**src/rtl/cpu_pkg.sv**
```systemverilog
// Shared core types and widths; WORD/ADDR_SIZE must agree with reg_file.
package cpu_pkg;
  localparam int WORD      = 8;
  localparam int ADDR_SIZE = 2;
  localparam int OP_W      = 4;

  typedef logic [WORD-1:0]      word_t;
  typedef logic [ADDR_SIZE-1:0] reg_addr_t;
  typedef logic [OP_W-1:0]      opcode_t;
endpackage

```
**src/rtl/operand_fetch_if.sv**
```systemverilog
// Decoder / reg_file / execute bundle around operand_fetch; slave is the stage's view.
interface operand_fetch_if;
  import cpu_pkg::*;

  logic      in_valid;
  logic      in_ready;
  opcode_t   in_op;
  reg_addr_t in_ra;
  reg_addr_t in_rb;
  reg_addr_t in_rd;
  word_t     in_imm;

  reg_addr_t rf_rd_addr1;
  reg_addr_t rf_rd_addr2;
  word_t     rf_rd_data1;
  word_t     rf_rd_data2;
  reg_addr_t rf_wr_addr;
  word_t     rf_wr_data;
  logic      rf_wr_en;

  logic      wb_en;
  reg_addr_t wb_addr;
  word_t     wb_data;

  logic      out_valid;
  logic      out_ready;
  opcode_t   out_op;
  reg_addr_t out_rd;
  word_t     out_imm;
  word_t     out_a;
  word_t     out_b;

  modport slave (
    input  in_valid, in_op, in_ra, in_rb, in_rd, in_imm,
    input  rf_rd_data1, rf_rd_data2,
    input  wb_en, wb_addr, wb_data,
    input  out_ready,
    output in_ready, rf_rd_addr1, rf_rd_addr2, rf_wr_addr, rf_wr_data, rf_wr_en,
    output out_valid, out_op, out_rd, out_imm, out_a, out_b
  );

  modport master (
    output in_valid, in_op, in_ra, in_rb, in_rd, in_imm,
    output rf_rd_data1, rf_rd_data2,
    output wb_en, wb_addr, wb_data,
    output out_ready,
    input  in_ready, rf_rd_addr1, rf_rd_addr2, rf_wr_addr, rf_wr_data, rf_wr_en,
    input  out_valid, out_op, out_rd, out_imm, out_a, out_b
  );
endinterface

```
**src/rtl/operand_fwd.sv**
```systemverilog
// One operand's forwarding mux plus holding register; the held value tracks the
// mux output every cycle the stage is occupied so stalls never lose write-backs.
module operand_fwd
  import cpu_pkg::*;
(
  input  logic      clk,
  input  logic      rst_n,
  input  logic      accept,
  input  logic      b_valid,
  input  logic      b_fresh,
  input  reg_addr_t in_addr,
  input  logic      wb_en,
  input  reg_addr_t wb_addr,
  input  word_t     wb_data,
  input  word_t     rf_data,
  output word_t     opnd
);
  reg_addr_t b_addr;
  logic      fwd_hit;
  word_t     fwd_data;
  word_t     held;

  // reg_file returns the pre-write value on a same-edge write, so capture it here.
  always_ff @(posedge clk or negedge rst_n) begin
    if (!rst_n) begin
      b_addr   <= '0;
      fwd_hit  <= 1'b0;
      fwd_data <= '0;
    end else if (accept) begin
      b_addr   <= in_addr;
      fwd_hit  <= wb_en && (wb_addr == in_addr);
      fwd_data <= wb_data;
    end
  end

  always_ff @(posedge clk or negedge rst_n) begin
    if (!rst_n) begin
      held <= '0;
    end else if (b_valid) begin
      held <= opnd;
    end
  end

  always_comb begin
    opnd = held;
    if (wb_en && (wb_addr == b_addr)) begin
      opnd = wb_data;
    end else if (b_fresh && fwd_hit) begin
      opnd = fwd_data;
    end else if (b_fresh) begin
      opnd = rf_data;
    end
  end
endmodule

```
**src/rtl/operand_fetch.sv**
```systemverilog
// Operand fetch stage: single-entry register absorbing reg_file read latency,
// forwarding write-back into both operands; throughput one instruction per cycle.
module operand_fetch
  import cpu_pkg::*;
(
  input  logic              clk,
  input  logic              rst_n,
  operand_fetch_if.slave    bus
);
  logic      b_valid;
  logic      b_fresh;
  opcode_t   b_op;
  reg_addr_t b_rd;
  word_t     b_imm;
  logic      accept;
  logic      consume;

  assign bus.in_ready = !b_valid || bus.out_ready;
  assign accept       = bus.in_valid && bus.in_ready;
  assign consume      = b_valid && bus.out_ready;

  assign bus.rf_rd_addr1 = bus.in_ra;
  assign bus.rf_rd_addr2 = bus.in_rb;
  assign bus.rf_wr_addr  = bus.wb_addr;
  assign bus.rf_wr_data  = bus.wb_data;
  assign bus.rf_wr_en    = bus.wb_en;

  always_ff @(posedge clk or negedge rst_n) begin
    if (!rst_n) begin
      b_valid <= 1'b0;
      b_fresh <= 1'b0;
    end else begin
      b_fresh <= accept;
      if (accept) begin
        b_valid <= 1'b1;
      end else if (consume) begin
        b_valid <= 1'b0;
      end
    end
  end

  always_ff @(posedge clk or negedge rst_n) begin
    if (!rst_n) begin
      b_op  <= '0;
      b_rd  <= '0;
      b_imm <= '0;
    end else if (accept) begin
      b_op  <= bus.in_op;
      b_rd  <= bus.in_rd;
      b_imm <= bus.in_imm;
    end
  end

  assign bus.out_valid = b_valid;
  assign bus.out_op    = b_op;
  assign bus.out_rd    = b_rd;
  assign bus.out_imm   = b_imm;

  operand_fwd u_fwd_a (
    .clk     (clk),
    .rst_n   (rst_n),
    .accept  (accept),
    .b_valid (b_valid),
    .b_fresh (b_fresh),
    .in_addr (bus.in_ra),
    .wb_en   (bus.wb_en),
    .wb_addr (bus.wb_addr),
    .wb_data (bus.wb_data),
    .rf_data (bus.rf_rd_data1),
    .opnd    (bus.out_a)
  );

  operand_fwd u_fwd_b (
    .clk     (clk),
    .rst_n   (rst_n),
    .accept  (accept),
    .b_valid (b_valid),
    .b_fresh (b_fresh),
    .in_addr (bus.in_rb),
    .wb_en   (bus.wb_en),
    .wb_addr (bus.wb_addr),
    .wb_data (bus.wb_data),
    .rf_data (bus.rf_rd_data2),
    .opnd    (bus.out_b)
  );
endmodule

```
**src/flat_wrapper.sv**
```systemverilog
// flat-port wrapper written by rule: the top's interface ports become plain ports
module operand_fetch_flat import cpu_pkg::*;
  (clk, rst_n, bus_in_valid, bus_in_op, bus_in_ra, bus_in_rb, bus_in_rd, bus_in_imm, bus_rf_rd_data1, bus_rf_rd_data2, bus_wb_en, bus_wb_addr, bus_wb_data, bus_out_ready, bus_in_ready, bus_rf_rd_addr1, bus_rf_rd_addr2, bus_rf_wr_addr, bus_rf_wr_data, bus_rf_wr_en, bus_out_valid, bus_out_op, bus_out_rd, bus_out_imm, bus_out_a, bus_out_b);
  operand_fetch_if bus_i ();
  input  logic clk;
  input  logic rst_n;
  input wire logic [$bits(bus_i.in_valid)-1:0] bus_in_valid;
  input wire logic [$bits(bus_i.in_op)-1:0] bus_in_op;
  input wire logic [$bits(bus_i.in_ra)-1:0] bus_in_ra;
  input wire logic [$bits(bus_i.in_rb)-1:0] bus_in_rb;
  input wire logic [$bits(bus_i.in_rd)-1:0] bus_in_rd;
  input wire logic [$bits(bus_i.in_imm)-1:0] bus_in_imm;
  input wire logic [$bits(bus_i.rf_rd_data1)-1:0] bus_rf_rd_data1;
  input wire logic [$bits(bus_i.rf_rd_data2)-1:0] bus_rf_rd_data2;
  input wire logic [$bits(bus_i.wb_en)-1:0] bus_wb_en;
  input wire logic [$bits(bus_i.wb_addr)-1:0] bus_wb_addr;
  input wire logic [$bits(bus_i.wb_data)-1:0] bus_wb_data;
  input wire logic [$bits(bus_i.out_ready)-1:0] bus_out_ready;
  output wire logic [$bits(bus_i.in_ready)-1:0] bus_in_ready;
  output wire logic [$bits(bus_i.rf_rd_addr1)-1:0] bus_rf_rd_addr1;
  output wire logic [$bits(bus_i.rf_rd_addr2)-1:0] bus_rf_rd_addr2;
  output wire logic [$bits(bus_i.rf_wr_addr)-1:0] bus_rf_wr_addr;
  output wire logic [$bits(bus_i.rf_wr_data)-1:0] bus_rf_wr_data;
  output wire logic [$bits(bus_i.rf_wr_en)-1:0] bus_rf_wr_en;
  output wire logic [$bits(bus_i.out_valid)-1:0] bus_out_valid;
  output wire logic [$bits(bus_i.out_op)-1:0] bus_out_op;
  output wire logic [$bits(bus_i.out_rd)-1:0] bus_out_rd;
  output wire logic [$bits(bus_i.out_imm)-1:0] bus_out_imm;
  output wire logic [$bits(bus_i.out_a)-1:0] bus_out_a;
  output wire logic [$bits(bus_i.out_b)-1:0] bus_out_b;
  assign bus_i.in_valid = bus_in_valid;
  assign bus_i.in_op = bus_in_op;
  assign bus_i.in_ra = bus_in_ra;
  assign bus_i.in_rb = bus_in_rb;
  assign bus_i.in_rd = bus_in_rd;
  assign bus_i.in_imm = bus_in_imm;
  assign bus_i.rf_rd_data1 = bus_rf_rd_data1;
  assign bus_i.rf_rd_data2 = bus_rf_rd_data2;
  assign bus_i.wb_en = bus_wb_en;
  assign bus_i.wb_addr = bus_wb_addr;
  assign bus_i.wb_data = bus_wb_data;
  assign bus_i.out_ready = bus_out_ready;
  assign bus_in_ready = bus_i.in_ready;
  assign bus_rf_rd_addr1 = bus_i.rf_rd_addr1;
  assign bus_rf_rd_addr2 = bus_i.rf_rd_addr2;
  assign bus_rf_wr_addr = bus_i.rf_wr_addr;
  assign bus_rf_wr_data = bus_i.rf_wr_data;
  assign bus_rf_wr_en = bus_i.rf_wr_en;
  assign bus_out_valid = bus_i.out_valid;
  assign bus_out_op = bus_i.out_op;
  assign bus_out_rd = bus_i.out_rd;
  assign bus_out_imm = bus_i.out_imm;
  assign bus_out_a = bus_i.out_a;
  assign bus_out_b = bus_i.out_b;
  operand_fetch u_core (.clk(clk), .rst_n(rst_n), .bus(bus_i));
endmodule
```
**config.mk**
```make
export PLATFORM = sky130hd
export DESIGN_NAME = operand_fetch_flat
export DESIGN_NICKNAME = d
export VERILOG_FILES = /design/src/rtl/cpu_pkg.sv /design/src/rtl/operand_fetch_if.sv /design/src/rtl/operand_fwd.sv /design/src/rtl/operand_fetch.sv /design/src/flat_wrapper.sv
export SDC_FILE = /design/constraint.sdc
export NUM_CORES = 1
export LEC_CHECK = 0
export CORE_MARGIN = 3
export CORE_UTILIZATION = 25
export CTS_CLUSTER_DIAMETER = 50
export CTS_CLUSTER_SIZE = 10
export DETAILED_ROUTE_END_ITERATION = 10
export PLACE_DENSITY = 0.55
export SLEW_MARGIN = 5
export SYNTH_ARGS = -nofsm -noshare
export SYNTH_HDL_FRONTEND = slang
export SYNTH_SLANG_ARGS = --single-unit
export TNS_END_PERCENT = 20
```
**constraint.sdc**
```tcl
create_clock -name clk -period 4.2 [get_ports clk]
set_input_delay 0.42 -clock clk [delete_from_list [all_inputs] [get_ports clk]]
set_output_delay 0.42 -clock clk [all_outputs]
set_load 0.01 [all_outputs]
```
==> metrics.yaml <==
synthesis:
  synth_fp_nets: 290
  syn_area_um2: 2771
  seq_area_frac_synth_pct: 41.53
  ys_warn_count: 0
  syn_area_per_cell_um2: 11.50
  ys_ff_latch: 46
  netlist_instances: 241
  yosysUniqueCellTypes: 21
worst_setup_path:
  critical_path_buf_inv_count: 2
  critPathMaxFanout: 31
  critPathTopFamily: "flip-flops"
  crit_path_start_kind: "register"
  arrival_ns: 2.52
  startpoint: "u_core.b_fresh$_DFF_PN0_"
  crit_type: "reg -> out"
  cp-end-kind: "output pin"
  critical-path-max-stage-delay_ns: 0.97
  crit_slowest_cell: "dfrtp_1"
  cp_cell_sequence: "buf_4 -> nor2_1 -> a21oi_1 -> mux2_2 -> clkdlybuf4s50_1"
  timing.rr.start: "u_core.b_fresh$_DFF_PN0_"
  cp.required_ns: 3.78
timing:
  slew_headroom_pct: 37.03
  rsz0062_at_grt: "false"
  hold_viol: 0
  worst_pin_slew_ns: 0.9446
  final.setup.tns_ns: 0
  period_needed_ns: 2.941
  drv_slew: 0
  max_freq_mhz: 340.1
  finClkSkew_ns: 0.01097
  timing.final.crit_share_pct: 70.01
  setup_viol: 0
power:
  total_power_mw: 1.435
  power_density_nw_per_um2: 383.3
  p_leak_nw: 1.478
  peakVddDrop_mv: 0.1422
finish:
  layout_commonest_cell: "clkdlybuf4s50_1"
  antenna_cells: 0
  final_nets: 360
  design_area_um2: 3744
  drive_gt1_share_pct: 23.08
  final_cell_mix: "clkdlybuf4s50_1 (94), a21oi_1 (48), dfrtp_1 (46)"
  area_delta_synth_final_pct: 35.08
  finalNonFillerCells: 448
routing:
  ant_nets: 0
  drcViolationCount: 0
  wl_per_cell_um: 16.60
  num_vias: 2047
  firstDrtPassIters: 4
  drt-initial-drc-count: 55
  via_per_inst: 4.569
  routed_wl_mm: 7.437
placed_design:
  post-dp-hpwl_mm: 5.033
  dpl.cell_count: 440
  place_area_um2: 3646
  globalplace.congestion: 0.7467
  port_buffers: 95
clock_tree:
  cts_buffer_depth: 2
  cts_hold_buf: 0
  cts-root-buf: "clkbuf_8"
  clk_pin_slew_ns: 0.10
  clk-insertion-delay-late_ns: 0.30
  cts-resized-gates: 0
  cts_tree: "built"
  post_cts_buffers: 0
  cts_made_buffers: 5
  cts_max_level: 2
  clock_sinks: 46
job:
  max_cap_viol_count: 0
grt:
  grt_first_pass_wirelength_mm: 12.21
  overflow: 0
  grtUsageTotal_pct: 12.28
  antenna_found_initial: 0
  grt_pass1_vias: 2233
  grt_max_degree: 47
die:
  start_util_pct: 26.26
  die_h_um: 111.3
  num_rows: 37
  die_x_um: 111.3
  ios: 96
  dieArea_um2: 12390
  fp.coreArea_um2: 10560
hold_path:
  holdCritPathClass: "in -> async"
outcome:
  status: "finished clean"
layer usage:
layer  routed length (um)  share of wire, %  track usage [%]  up-vias
li1                     -                 -                -      973
met1                 3294                44            16.06      999
met2                 3654                49            21.07       71
met3                  435               5.8            2.566        4
met4                   52              0.70            2.271        0
met5                    0                 0                0        -
metrics by stage:
stage	worst slack, ns	hold WS (ns)	util, %
floorplan	2.532	0.1244	-
global placement	1.321	0.4887	34.54
detailed placement	1.302	0.4977	34.54
CTS	1.234	0.3726	35.44
global route	1.052	0.1903	35.47
finish	1.259	0.1355	35.47
cell usage after synthesis:
master     instances  area share [%]
mux2i_1           16             5.8
dfrtp_1           46              42
and2_1             1            0.23
clkbuf_1           4            0.54
nand3_2            2            0.72
nand2b_1           1            0.23
nor2_1            16             2.2
a21oi_1           48             8.7
buf_2              4            0.72
nand2_1            3            0.41
nand2b_4           1            0.50
xnor2_1            8             2.5
inv_1              1            0.14
buf_6              7             2.8
nand3_1            2            0.36
o2bb2ai_1          2            0.63
mux2_2            38              15
and3b_1            2            0.63
buf_4             18             4.9
nand2_2            1            0.23
mux2_4            20              11
where the power goes:
group	switching, mW	total, mW	internal, mW	leakage [nW]
clock network	0.166	0.299	0.133	0.0472
registers	0.0652	0.590	0.525	0.531
logic	0.208	0.546	0.338	0.899
total	0.439	1.43	0.996	1.48
final timing paths:
path                                                           to  slack, ns  cells past startpoint
max                                                  bus_out_a[3]       1.26                      5
min                        u_core.u_fwd_a.fwd_data[5]$_DFFE_PN0P_       0.14                      1
max reg2reg                    u_core.u_fwd_a.held[1]$_DFFE_PN0P_       1.65                      4
min reg2reg                     u_core.bus.out_imm[7]$_DFFE_PN0P_       0.52                      1
max in group asynchronous       u_core.bus.out_imm[0]$_DFFE_PN0P_       3.65                      1
min in group clk                u_core.bus.out_imm[7]$_DFFE_PN0P_       0.52                      1
layout make-up:
type / count / area [um^2]
clock inverters: 2 / 12.51
flip-flops and latches: 46 / 1151
fillers: 1098 / 6812
well taps: 136 / 170.2
repair buffers: 96 / 955.9
inverters: 1 / 3.754
multi-input cells: 161 / 1368
clock buffers: 6 / 82.58
registers in the layout, summed over array words and instances, names as in the netlist:
register,count
u_core.u_fwd_a.b_addr,2
u_core.bus.out_op,4
u_core.bus.out_rd,2
u_core.u_fwd_b.held,8
u_core.bus.out_valid,1
u_core.u_fwd_a.held,8
u_core.u_fwd_a.fwd_data,8
u_core.u_fwd_a.fwd_hit,1
u_core.u_fwd_b.b_addr,2
u_core.bus.out_imm,8
u_core.u_fwd_b.fwd_hit,1
u_core.b_fresh,1
cells by family (layout without fill, tap and decap cells):
group | Yosys count | in the layout | synth area share, %
xor gates and xnor gates | 8 | 8 | 2.528
DFF | 46 | 46 | 41.53
AOI/OAI and AO/OA | 50 | 50 | 9.300
muxes | 74 | 74 | 32.05
buffers and inverters | 34 | 105 | 9.120
and+or+nand+nor | 29 | 29 | 5.463
No activity file was read; power rests on OpenSTA's default activity.
